$ cat src/rtl/reg_cmd_ctrl_pkg.sv
// Shared opcodes, state encoding and default widths for the
// register-file command path.
package reg_cmd_ctrl_pkg;

    localparam int         DATAWIDTH_DEF  = 8;
    localparam int         ADDR_DEF       = 4;
    localparam logic [7:0] WR_CMD_DEF     = 8'hAA;
    localparam logic [7:0] RD_CMD_DEF     = 8'hBB;
    localparam int         RD_TIMEOUT_DEF = 8;

    typedef enum logic [2:0] {
        IDLE,
        WR_ADDR,
        WR_DATA,
        WR_STROBE,
        RD_ADDR,
        RD_WAIT,
        RD_SEND
    } state_t;

    // A one-cycle timeout still needs a 1-bit counter.
    function automatic int cnt_width(input int n);
        return (n > 1) ? $clog2(n) : 1;
    endfunction

endpackage

$ cat src/rtl/reg_cmd_ctrl.sv
// Decodes write/read command frames from the RX byte stream and drives
// the register file bus; read results are forwarded to the TX FIFO.
module reg_cmd_ctrl
    import reg_cmd_ctrl_pkg::*;
#(
    parameter int                   DATAWIDTH  = DATAWIDTH_DEF,
    parameter int                   ADDR       = ADDR_DEF,
    parameter logic [DATAWIDTH-1:0] WR_CMD     = WR_CMD_DEF,
    parameter logic [DATAWIDTH-1:0] RD_CMD     = RD_CMD_DEF,
    parameter int                   RD_TIMEOUT = RD_TIMEOUT_DEF
) (
    input  logic                 CLK,
    input  logic                 RST,
    input  logic [DATAWIDTH-1:0] RX_P_DATA,
    input  logic                 RX_D_VLD,
    output logic [ADDR-1:0]      Address,
    output logic                 WrEn,
    output logic                 RdEn,
    output logic [DATAWIDTH-1:0] WrData,
    input  logic [DATAWIDTH-1:0] RdData,
    input  logic                 RdData_Valid,
    input  logic                 TX_FULL,
    output logic [DATAWIDTH-1:0] TX_P_DATA,
    output logic                 TX_D_VLD,
    output logic                 CMD_ERR
);

    localparam int            CW      = cnt_width(RD_TIMEOUT);
    localparam logic [CW-1:0] TO_LAST = CW'(RD_TIMEOUT - 1);

    state_t               r_state;
    state_t               w_state_nxt;
    logic [ADDR-1:0]      r_addr;
    logic [ADDR-1:0]      w_addr_nxt;
    logic [DATAWIDTH-1:0] r_wdata;
    logic [DATAWIDTH-1:0] w_wdata_nxt;
    logic [DATAWIDTH-1:0] r_tx;
    logic [DATAWIDTH-1:0] w_tx_nxt;
    logic                 r_wren;
    logic                 w_wren_nxt;
    logic                 r_rden;
    logic                 w_rden_nxt;
    logic                 r_txv;
    logic                 w_txv_nxt;
    logic                 r_err;
    logic                 w_err_nxt;
    logic [CW-1:0]        r_cnt;
    logic [CW-1:0]        w_cnt_nxt;

    logic                 w_addr_ok;
    logic [ADDR-1:0]      w_rx_addr;

    assign w_addr_ok = (RX_P_DATA[DATAWIDTH-1:ADDR] == '0);
    assign w_rx_addr = RX_P_DATA[ADDR-1:0];

    always_ff @(posedge CLK or negedge RST) begin
        if (!RST) begin
            r_state <= IDLE;
            r_addr  <= '0;
            r_wdata <= '0;
            r_tx    <= '0;
            r_wren  <= 1'b0;
            r_rden  <= 1'b0;
            r_txv   <= 1'b0;
            r_err   <= 1'b0;
            r_cnt   <= '0;
        end else begin
            r_state <= w_state_nxt;
            r_addr  <= w_addr_nxt;
            r_wdata <= w_wdata_nxt;
            r_tx    <= w_tx_nxt;
            r_wren  <= w_wren_nxt;
            r_rden  <= w_rden_nxt;
            r_txv   <= w_txv_nxt;
            r_err   <= w_err_nxt;
            r_cnt   <= w_cnt_nxt;
        end
    end

    always_comb begin
        w_state_nxt = r_state;
        w_addr_nxt  = r_addr;
        w_wdata_nxt = r_wdata;
        w_tx_nxt    = r_tx;
        w_wren_nxt  = 1'b0;
        w_rden_nxt  = 1'b0;
        w_txv_nxt   = 1'b0;
        w_err_nxt   = 1'b0;
        w_cnt_nxt   = r_cnt;

        unique case (r_state)
            IDLE: begin
                if (RX_D_VLD) begin
                    if (RX_P_DATA == WR_CMD) begin
                        w_state_nxt = WR_ADDR;
                    end else if (RX_P_DATA == RD_CMD) begin
                        w_state_nxt = RD_ADDR;
                    end else begin
                        w_err_nxt = 1'b1;
                    end
                end
            end
            WR_ADDR: begin
                if (RX_D_VLD) begin
                    if (!w_addr_ok) begin
                        w_err_nxt   = 1'b1;
                        w_state_nxt = IDLE;
                    end else begin
                        w_addr_nxt  = w_rx_addr;
                        w_state_nxt = WR_DATA;
                    end
                end
            end
            WR_DATA: begin
                if (RX_D_VLD) begin
                    w_wdata_nxt = RX_P_DATA;
                    w_wren_nxt  = 1'b1;
                    w_state_nxt = WR_STROBE;
                end
            end
            WR_STROBE: begin
                w_err_nxt   = RX_D_VLD;
                w_state_nxt = IDLE;
            end
            RD_ADDR: begin
                if (RX_D_VLD) begin
                    if (!w_addr_ok) begin
                        w_err_nxt   = 1'b1;
                        w_state_nxt = IDLE;
                    end else begin
                        w_addr_nxt  = w_rx_addr;
                        w_rden_nxt  = 1'b1;
                        w_cnt_nxt   = '0;
                        w_state_nxt = RD_WAIT;
                    end
                end
            end
            RD_WAIT: begin
                w_err_nxt = RX_D_VLD;
                if (RdData_Valid) begin
                    w_tx_nxt    = RdData;
                    w_txv_nxt   = !TX_FULL;
                    w_state_nxt = RD_SEND;
                end else if (r_cnt == TO_LAST) begin
                    w_err_nxt   = 1'b1;
                    w_state_nxt = IDLE;
                end else begin
                    w_cnt_nxt = r_cnt + 1'b1;
                end
            end
            RD_SEND: begin
                // Stay here for the strobe cycle, then release.
                w_err_nxt = RX_D_VLD;
                if (r_txv) begin
                    w_state_nxt = IDLE;
                end else begin
                    w_txv_nxt = !TX_FULL;
                end
            end
            default: begin
                w_state_nxt = IDLE;
            end
        endcase
    end

    assign Address   = r_addr;
    assign WrData    = r_wdata;
    assign WrEn      = r_wren;
    assign RdEn      = r_rden;
    assign TX_P_DATA = r_tx;
    assign TX_D_VLD  = r_txv;
    assign CMD_ERR   = r_err;

endmodule

$ cat config.mk
export PLATFORM = sky130hd
export DESIGN_NAME = reg_cmd_ctrl
export DESIGN_NICKNAME = d
export VERILOG_FILES = /design/src/rtl/reg_cmd_ctrl_pkg.sv /design/src/rtl/reg_cmd_ctrl.sv
export SDC_FILE = /design/constraint.sdc
export NUM_CORES = 1
export LEC_CHECK = 0
export CORE_MARGIN = 4
export CORE_UTILIZATION = 40
export CTS_BUF_LIST = sky130_fd_sc_hd__clkbuf_4
export DETAILED_ROUTE_END_ITERATION = 6
export GPL_TIMING_DRIVEN = 1
export PLACE_DENSITY = 0.7
export SYNTH_ARGS = -nofsm -noshare
export SYNTH_HDL_FRONTEND = slang
export SYNTH_SLANG_ARGS = --single-unit
$ cat constraint.sdc
create_clock -name CLK -period 3.23 [get_ports CLK]
set_clock_uncertainty 0.15 [all_clocks]
set_input_delay 0.323 -clock CLK [delete_from_list [all_inputs] [get_ports CLK]]
set_output_delay 0.323 -clock CLK [all_outputs]
set_load 0.02 [all_outputs]
* After elaboration in Yosys (flattened, before gate mapping)
Cells that the tools add are included.
Operators by class: muxes and demuxes 33, add/sub/neg operators 1, reductions and logical operators 11, eq/ne operators 19
Operators with widths (count):
- two-way mux 3 bit | 14
- one-hot mux 3 bit (6 select lines) | 1
- equality test 8 bit (second input constant) | 2
- inequality test 2 bit (second input constant) | 8
- two-way mux 1 bit | 14
- equality test 3 bit (second input constant) | 4
- AND reduction 7 bit | 1
- equality test 3 x 2 -> 1 bit (second input constant) | 2
- inequality test 3 bit (second input constant) | 2
- one-hot mux 3 bit (2 select lines) | 1
- AND reduction 5 bit | 1
- zero test 4 bit | 1
- one-hot mux 1 bit (4 select lines) | 1
- AND reduction 2 bit | 2
- OR reduction 2 bit | 2
- adder 3 x 1 -> 3 bit (second input constant) | 1
- equality test 3 x 1 -> 1 bit (second input constant) | 1
- zero test 3 bit | 1
- AND reduction 3 bit | 1
- two-way mux 2 bit | 1
- one-hot mux 1 bit (2 select lines) | 1
- nonzero test 2 bit | 1
- zero test 1 bit | 1
Word-level totals: logic and storage cells 73, output and inout port bits 24, bits of input ports 21, flip-flop bits (word level) 30

* Longest topological paths before layout
depth after elaboration 5, depth in mapped cells 6, mapped depth without buffers 6

* Worst setup path before layout
Ideal clock, no wire load.
path type register to register, from register r_cnt[0], to register r_state[0], stages on the path, launching flop included 7, arrival 1.490 ns, required time 2.953 ns, setup time 0.127 ns, clock period less this slack 1.767 ns, slack 1.463 ns, buffers on the path 0, path through dfrtp_1 ha_1 ha_1 o211a_1 a221oi_1 or2_2 o21ai_0
On the way: cells in the longest elaborated chain, start to end 3
RTL lines:
- start, declared | line reg_cmd_ctrl.sv:47 | logic [CW-1:0] r_cnt;
- start signal, assigned | line reg_cmd_ctrl.sv:76 | r_cnt <= w_cnt_nxt;
- equality test 3 bit | line reg_cmd_ctrl.sv:144 | end else if (r_cnt == TO_LAST) begin
- inequality test 3 bit (no line)
- AND reduction 7 bit (no line)
- end signal, assigned | line reg_cmd_ctrl.sv:68 | r_state <= w_state_nxt;
- end, declared | line reg_cmd_ctrl.sv:31 | state_t r_state;
No other way between the ends. A chain may end at the register's enable or synchronous reset.

* Worst setup path after layout
from register r_cnt[0], to register r_state[1]
The elaborated chain is that of the path after synthesis.

==> out/results.tsv <==
stage	metric	value	unit
final_layout	filler_cell_count	292	
grt	grt_use_total	15.0	%
power	irDropWorstVdd	0.280	mV
drt	total_wirelength	3070	um
grt	overflow	0	
clock_network	clkSlewWorstSetupHoldPaths	0.10	ns
drt	wl_per_cell	14.9	um
synth	synthesized_net_count	135	
clock_network	clock_tree_from_tritoncts	done	
sta	fin_ws	1.21	ns
drt	antenna_left	0	
sta	rsz0062_at_grt	no	
floorplanning	chip_width	68.5	um
synth	yosys_warnings	0	
clock_network	root_buffer	sky130_fd_sc_hd__clkbuf_4	
floorplanning	chipHeight	68.5	um
final_layout	insertedDiodeCount	0	
floorplanning	floorplan.core_area	3440	um2
clock_network	htree_levels	2	
job	maxCapViolCount	0	
floorplanning	std_cell_rows	21	
clock_network	postCtsSetupBuffers	0	
worst_setup_path	worst-endpoint-required	3.26	ns
sta	fin_crit	2.02	ns
sta	post-route-period-util	62.4	%
final_layout	finish.net_count	182	
clock_network	clock_tree.buffer_depth	2	
sta	worst_slew_pin_slew	0.569	ns
worst_setup_path	setup.worst_path.end_class	register	
grt	global_route_wire_length_before_repair	5150	um
grt	grt_antenna_before_repair	0	
synth	post_synth_edffs	0	
worst_hold_path	holdCritPathClass	primary input to async pin	
worst_setup_path	critPathLaunchType	register	
sta	max_clock_freq	496	MHz
clock_network	postCtsHoldBufs	0	
synth	synth.yosys.seq_area_share	51.2	%
final_layout	commonest_non_fill_non_tap_cell_in_the_layout	sky130_fd_sc_hd__clkdlybuf4s50_1	
grt	via_count_of_the_first_global_routing_pass	1115	
floorplanning	floorplan.initialDensity	42.6	%
drt	vias_per_cell	5.14	
synth	synthFlopType	sky130_fd_sc_hd__dfrtp_1	
placed_design	finalWeightedCongestion	0.794	
placed_design	io_buffers	44	
run_status	run_status	finished, final reports clean	
worst_setup_path	cp.arrival	2.05	ns
floorplanning	io_pins	45	
sta	slew_violations	0	
power	fin_total_pwr	0.838	mW
clock_network	worstSkewPairLatency	0.32	ns
drt	vias	1058	
drt	drt_iter0_drc	65	
synth	netlist_area	1470	um2
synth	yosys_register_bits	30	
synth	synthesis.instances	112	
floorplanning	floorplan.die_area	4700	um2
final_layout	area_added_between_synthesis_and_finish	39.8	%
power	pwr_density_cell	409	nW/um2
final_layout	share_of_cells_above_drive_strength_1	23.1	%
grt	grt_start_max_net_pins	31	
power	power.static_leakage	0.964	nW
worst_setup_path	timing_worst_setup_path_type	register to register	
final_layout	layout.core_utilization	59.5	%
sta	setup_viol	0	
synth	async_reset_ff_share	100	%
clock_network	post_cts_resize_count	0	
synth	netlist-cell-type-count	39	
final_layout	layout.cells.most_common_list	44 x sky130_fd_sc_hd__clkdlybuf4s50_1, 30 x sky130_fd_sc_hd__dfrtp_1, 16 x sky130_fd_sc_hd__mux2_2	
placed_design	post-place-ws	0.880	ns
placed_design	hpwl	2280	um
worst_setup_path	worstPathMaxFanout	4	
sta	finalSetupTns	0	ns
sta	timing.final.hold_violations	0	
drt	first_pass_iters	4	
sta	max_slew_margin	62.1	%
clock_network	tritoncts_buffer_count	5	
clock_network	clock-sinks	30	
drt	remaining_drc_errors	0	
synth	avgSynthCellArea	13.1	um2
==> cell usage after synthesis (all sizes together) (2+ instances only) <==
library cell,count,area (um2)
mux2,23,285
dfrtp,30,751
o41ai,2,17.5
nor2,5,35.0
nand3b,4,42.5
nand2b,2,12.5
buf,4,20.0
o21ai,4,20.0
and3,3,18.8
clkbuf,2,11.3
nand2,5,18.8
ha,2,25.0
nand3,3,15.0
nor3,2,10.0
==> state kept, by name (all words and copies together), names as in the netlist <==
name       count
Address        4
CMD_ERR        1
RdEn           1
TX_D_VLD       1
TX_P_DATA      8
WrData         8
WrEn           1
r_cnt          3
r_state        3
==> cells by family after synthesis <==
logic type / Yosys count / synth area share, %
AOI/OAI and AO/OA: 15 / 8.28
xor gates and xnor gates: 2 / 1.19
adders and majority gates: 2 / 1.71
buffers and inverters: 6 / 2.13
DFF: 30 / 51.2
muxes: 24 / 20.1
and+or+nand+nor: 33 / 15.4
==> critical path, stage by stage, from the launching register on <==
cell                       delay, ns
sky130_fd_sc_hd__dfrtp_1        0.41
sky130_fd_sc_hd__ha_1           0.21
sky130_fd_sc_hd__ha_1           0.21
sky130_fd_sc_hd__o211a_1        0.21
sky130_fd_sc_hd__a221oi_1       0.43
sky130_fd_sc_hd__nand3b_1       0.18
sky130_fd_sc_hd__mux2i_1        0.08
==> layer usage <==
metal | share of wire, % | GRT usage (%)
met4 | 1.7 | 7.94
met2 | 49 | 21.5
met1 | 45 | 20.0
met5 | 0 | 0
met3 | 4.9 | 5.02
==> stage by stage <==
stage	cell area [um2]	cells	hold WS [ns]
after floorplan	1470	112	-0.123
after CTS	2050	206	0.243
final	2050	206	0.229
after detailed placement	1950	198	0.340
after global routing	2050	206	0.263
after global placement	1950	198	0.339
==> where the power goes <==
group / leakage, nW / internal, mW / switching [mW]
Sequential: 0.408 / 0.382 / 0.00650
Combinational: 0.503 / 0.0456 / 0.0361
Clock: 0.0528 / 0.239 / 0.129
Total: 0.964 / 0.667 / 0.172
==> path summary, 6_finish.rpt <==
| check | from | slack (ns) | to | cells past startpoint |
|---|---|---|---|---|
| min in group CLK | WrData[0] | 0.37 | WrData[0] | 1 |
| min reg2reg | WrData[0] | 0.37 | WrData[0] | 1 |
| max in group asynchronous | RST | 2.41 | WrData[0] | 2 |
| max | r_cnt[0] | 1.21 | r_state[1] | 6 |
| max reg2reg | r_cnt[0] | 1.21 | r_state[1] | 6 |
| min | RST | 0.23 | WrEn | 2 |
==> cell type report <==
class,count,area (um2),area share [%]
flip-flops and latches,30,751,36.6
multi-input cells,76,684,33.4
repair buffers,46,455,22.2
clock inverters,3,63.8,3.11
well taps,46,57.6,2.81
clock buffers,5,37.5,1.83
Note: power is estimated with default switching activity, not from simulation.
